## config.mk

```make
export PLATFORM = sky130hd
export DESIGN_NAME = ifetch
export DESIGN_NICKNAME = d
export VERILOG_FILES = /design/src/rtl/ifetch.sv
export SDC_FILE = /design/constraint.sdc
export NUM_CORES = 1
export LEC_CHECK = 0
export ABC_AREA = 1
export CAP_MARGIN = 0
export CORE_UTILIZATION = 56
export DETAILED_ROUTE_END_ITERATION = 16
export PLACE_DENSITY = 0.93
export SLEW_MARGIN = 20
export SYNTH_ARGS = -nofsm -noshare
export SYNTH_HDL_FRONTEND = slang
export SYNTH_SLANG_ARGS = --single-unit
```

## constraint.sdc

```tcl
create_clock -name clk -period 10.25 [get_ports clk]
set_input_delay 1.025 -clock clk [delete_from_list [all_inputs] [get_ports clk]]
set_output_delay 1.025 -clock clk [all_outputs]
set_load 0.02 [all_outputs]
```

## src/rtl/ifetch.sv

```systemverilog
// rtl/ifetch.sv - instruction fetch: PC, async ROM read, small {inst, pc, misaligned} FIFO to decode
// Optional misaligned-redirect trap marker enabled by IFETCH_MISALIGN_TRAP_EN.
module ifetch #(
  parameter int          ADDR_WIDTH = 10,
  parameter logic [31:0] RESET_ADDR = 32'h0000_0000,
  parameter int          BUF_DEPTH  = 2
) (
  input  logic                  clk,
  input  logic                  rst_n,
  output logic                  rom_rd_en,
  output logic [ADDR_WIDTH-1:0] rom_addr,
  input  logic [31:0]           rom_rd_data,
  input  logic                  redirect,
  input  logic [31:0]           redirect_pc,
  output logic                  inst_valid,
  input  logic                  inst_ready,
  output logic [31:0]           inst,
  output logic [31:0]           inst_pc,
  output logic                  inst_misaligned
);

  localparam int PTR_W = $clog2(BUF_DEPTH);
  localparam int CNT_W = PTR_W + 1;
  localparam logic [CNT_W-1:0] DEPTH_C = CNT_W'(BUF_DEPTH);
  localparam logic RUN = 1'b0;

  logic [31:0]      pc_q;
  logic             state_q;
  logic [CNT_W-1:0] count_q;
  logic [PTR_W-1:0] rd_ptr_q;
  logic [PTR_W-1:0] wr_ptr_q;
  logic [31:0]      inst_mem [BUF_DEPTH];
  logic [31:0]      pc_mem   [BUF_DEPTH];

  logic        push;
  logic        pop;
  logic        room;
  logic [31:0] push_inst;
  logic [31:0] redirect_target;
  logic        state_next;

  assign inst_valid = (count_q != '0);
  assign pop        = inst_valid && inst_ready && !redirect;
  // A pop frees a slot in the same cycle, so a full FIFO still streams.
  assign room       = (count_q < DEPTH_C) || pop;
  assign rom_rd_en  = (state_q == RUN) && !redirect && room;
  assign rom_addr   = pc_q[ADDR_WIDTH+1:2];

  assign inst    = inst_valid ? inst_mem[rd_ptr_q] : 32'h0;
  assign inst_pc = inst_valid ? pc_mem[rd_ptr_q]   : 32'h0;

`ifdef IFETCH_MISALIGN_TRAP_EN
  localparam logic HALT = 1'b1;

  logic marker_q;
  logic push_marker;
  logic misaligned_target;
  logic mis_mem [BUF_DEPTH];

  assign misaligned_target = |redirect_pc[1:0];
  // In HALT the only push is the single trap marker carrying the faulting PC.
  assign push_marker     = (state_q == HALT) && marker_q && !redirect && room;
  assign push            = rom_rd_en || push_marker;
  assign push_inst       = push_marker ? 32'h0000_0013 : rom_rd_data;
  assign redirect_target = misaligned_target ? redirect_pc : {redirect_pc[31:2], 2'b00};
  assign state_next      = misaligned_target ? HALT : RUN;
  assign inst_misaligned = inst_valid ? mis_mem[rd_ptr_q] : 1'b0;

  always_ff @(posedge clk or negedge rst_n) begin
    if (!rst_n) begin
      marker_q <= 1'b0;
    end else if (redirect) begin
      marker_q <= misaligned_target;
    end else if (push_marker) begin
      marker_q <= 1'b0;
    end
  end

  always_ff @(posedge clk) begin
    if (push) begin
      mis_mem[wr_ptr_q] <= push_marker;
    end
  end
`else
  logic [1:0] unused_pc_lsb;

  assign unused_pc_lsb   = redirect_pc[1:0];
  assign push            = rom_rd_en;
  assign push_inst       = rom_rd_data;
  assign redirect_target = {redirect_pc[31:2], 2'b00};
  assign state_next      = RUN;
  assign inst_misaligned = 1'b0;
`endif

  always_ff @(posedge clk) begin
    if (push) begin
      inst_mem[wr_ptr_q] <= push_inst;
      pc_mem[wr_ptr_q]   <= pc_q;
    end
  end

  always_ff @(posedge clk or negedge rst_n) begin
    if (!rst_n) begin
      pc_q    <= RESET_ADDR;
      state_q <= RUN;
    end else if (redirect) begin
      pc_q    <= redirect_target;
      state_q <= state_next;
    end else if (rom_rd_en) begin
      pc_q    <= pc_q + 32'd4;
    end
  end

  always_ff @(posedge clk or negedge rst_n) begin
    if (!rst_n) begin
      count_q  <= '0;
      rd_ptr_q <= '0;
      wr_ptr_q <= '0;
    end else if (redirect) begin
      count_q  <= '0;
      rd_ptr_q <= '0;
      wr_ptr_q <= '0;
    end else begin
      if (push) wr_ptr_q <= wr_ptr_q + 1'b1;
      if (pop)  rd_ptr_q <= rd_ptr_q + 1'b1;
      case ({push, pop})
        2'b10:   count_q <= count_q + 1'b1;
        2'b01:   count_q <= count_q - 1'b1;
        default: count_q <= count_q;
      endcase
    end
  end

endmodule
```

==> impl_metrics.ini <==
[status]
outcome = finished clean

[final_layout]
drive_above_1_share_pct = 7.54
utilization_pct = 73.6
antenna_cells = 0
fin_cells = 1061
design_area_mm2 = 0.00925
multi_input_area_mm2 = 0.00222
finalNetCount = 946
fillers = 839
final-seq-area_mm2 = 0.00458
area_growth_pct = 28.3

[sta]
fmax_mhz = 248
finalHoldViolCount = 0
post-route-period-util_pct = 39.3
worst_pin_slew_ns = 0.893
setup_tns_ns = 0
rsz0062_at_grt = no
hold_ws_ns = 0.532
fin_crit_ns = 4.03
final.setup.worst_slack_ns = 6.22
drv_slew = 0
setup-violations-final = 0
slew_headroom_pct = 40.4
fin_skew_ns = 0.0140

[setup_path]
endpoint_kind = primary output
cp_common_cell = clkdlybuf4s50_1
slowest_stage = clkdlybuf4s50_1
path_cells = clkdlybuf4s50_1 -> buf_4 -> o21ai_4 -> inv_4 -> nor2_4 -> clkdlybuf4s50_1
critPathMaxStageDelay_ns = 0.65
cp-start-kind = input pin
critPathArrivalTime_ns = 3.00
cp_max_fo = 26
path_class = input pin to primary output
crit_required_ns = 9.23

[job]
cap_violations = 0

[drt]
drtIter0Drc = 584
routed_via_density = 5.30
wire_per_inst_um = 15.4
drc = 0
routed_wl_um = 16400
num_vias = 5625
drt_pre_antenna_iters = 5
antenna_left = 0

[floorplan]
die_w_um = 115
start_util_pct = 57.4
die-area_mm2 = 0.0133
core_mm2 = 0.0126
die_h_um = 115
ioPinCount = 145
placementRows = 41

[yosys]
synthCells = 754
netlist_area_mm2 = 0.00721
synth-seq-cells = 158
avgSynthCellArea_um2 = 9.56
seq_area_frac_synth_pct = 63.5
yosys_warnings = 0
synth_cell_types = 35

[clock_tree]
clock-sinks = 158
postCtsSetupBuffers = 0
clk_pin_slew_worst_paths_ns = 0.06
clock_latency_ns = 0.42
numCtsBuffers = 17
root_buffer = clkbuf_16
cts_hold_buf = 0
cts_tree = built
ctsResizeCount = 0
cts_max_path_buffers = 2
cts_max_level = 4

[power_and_ir_drop]
ir_drop_uv = 85.4
p_leak_nw = 3.57
finalPower_mw = 1.72
power.density_mw_per_mm2 = 186

[placement]
routabilityCongestion = 0.912
dp.cells = 1030
preCtsSetupSlack_ns = 5.98
dp_hpwl_um = 10500
portBuffers = 139
placement.cell_area_mm2 = 0.00865

[grt]
antenna_found_initial = 0
overflow = 0
grt_pass1_vias = 5305
grt_start_max_net_pins = 64
grt_pass1_wl_um = 25800
globalRouteTotalUtil_pct = 25.6

[min_path]
worstHoldPathType = flip-flop to flip-flop
==> worst paths after layout <==
check | startpoint | to | slack (ns) | cells past startpoint
setup / recovery | redirect | rom_rd_en | 6.22 | 6
hold / removal | pc_q[16]$_DFFE_PN0P_ | pc_mem[1][16]$_DFFE_PP_ | 0.53 | 0
setup reg to reg | count_q[1]$_DFFE_PN0P_ | pc_q[27]$_DFFE_PN0P_ | 7.83 | 5
hold reg to reg | pc_q[16]$_DFFE_PN0P_ | pc_mem[1][16]$_DFFE_PP_ | 0.53 | 0
max in group asynchronous | rst_n | rd_ptr_q$_DFFE_PN0P_ | 8.86 | 2
min in group asynchronous | rst_n | pc_q[25]$_DFFE_PN0P_ | 1.02 | 2
==> area by class of cell <==
cell class | count | share of cell area, %
clock inverters | 13 | 1.80
flip-flops and latches | 158 | 49.5
multi-input cells | 502 | 24.0
repair buffers | 145 | 15.5
clock buffers | 18 | 4.64
well taps | 172 | 2.33
inverters | 53 | 2.19
==> power breakdown <==
group          switching [mW]  internal [mW]  total [mW]
Sequential             0.0368          0.753       0.790
Clock                   0.247          0.383       0.630
Combinational           0.181          0.123       0.304
==> registers in the layout, summed over array words and instances, names as in the netlist <==
signal,cells
count_q,2
inst_mem,64
pc_mem,60
pc_q,30
rd_ptr_q,1
wr_ptr_q,1
==> worst max-delay path, delay by kind of cell <==
family | cells | cell delay, ns
buf+inv | 4 | 1.39
compound gates | 1 | 0.37
simple gates | 1 | 0.21
==> metal layers <==
layer / part of all wire [%] / vias to the layer above / track usage, %
met4: 1.3 / 0 / 8.31
met5: 0 / - / 0
met3: 9.1 / 28 / 5.65
li1: - / 2738 / -
met1: 39 / 2611 / 31.8
met2: 51 / 248 / 44.7
==> placed cells by master, fill, tap and decap left out, types with 2 or more instances in the layout <==
cell,count
conb_1,3
xor2_1,2
a21oi_1,68
o21ai_0,22
inv_2,4
edfxtp_1,124
nor2_2,8
clkbuf_16,17
nand2_2,6
a211oi_1,3
nand3_1,37
buf_4,6
nor2_4,6
dfrtp_1,33
o22ai_1,2
clkinv_4,4
nand2_1,254
clkinv_2,3
bufinv_16,3
nor3_1,3
clkdlybuf4s50_1,139
a22oi_1,3
a31oi_1,2
o21ai_1,3
or2_2,3
nor2_1,69
clkinvlp_4,3
inv_1,47
==> cell usage after synthesis <==
cell	count	share of area [%]
a31oi_1	2	0.17
buf_2	12	0.83
ha_1	1	0.17
clkbuf_1	15	0.78
nor2_2	8	0.69
nor3_1	3	0.21
inv_1	48	2.5
a211oi_1	3	0.31
nand3_1	37	2.6
inv_2	4	0.21
xor2_1	2	0.24
a22oi_1	3	0.31
inv_4	1	0.087
nor2_4	4	0.62
or2_2	3	0.26
a21oi_1	68	4.7
o22ai_1	2	0.17
buf_1	2	0.10
o31ai_1	1	0.10
o211ai_1	1	0.10
a221oi_1	1	0.12
o21ai_4	1	0.23
nand4_1	1	0.087
buf_6	1	0.16
nor4_1	1	0.087
nand2_2	6	0.52
o21ai_1	3	0.21
nor2_1	71	3.7
nand3b_1	1	0.10
conb_1	1	0.052
buf_4	13	1.4
nand2_1	254	13
edfxtp_1	124	52
o21ai_0	22	1.5
dfrtp_1	34	12
==> cells by family after synthesis <==
kind of cell / share of synthesized area, %
other cells: 0.0520
flops: 63.5
xor+xnor: 0.243
fa+ha+maj: 0.174
compound gates: 7.98
simple gates: 22.1
buf+inv: 6.02
Power figures use the tool's default switching activity.
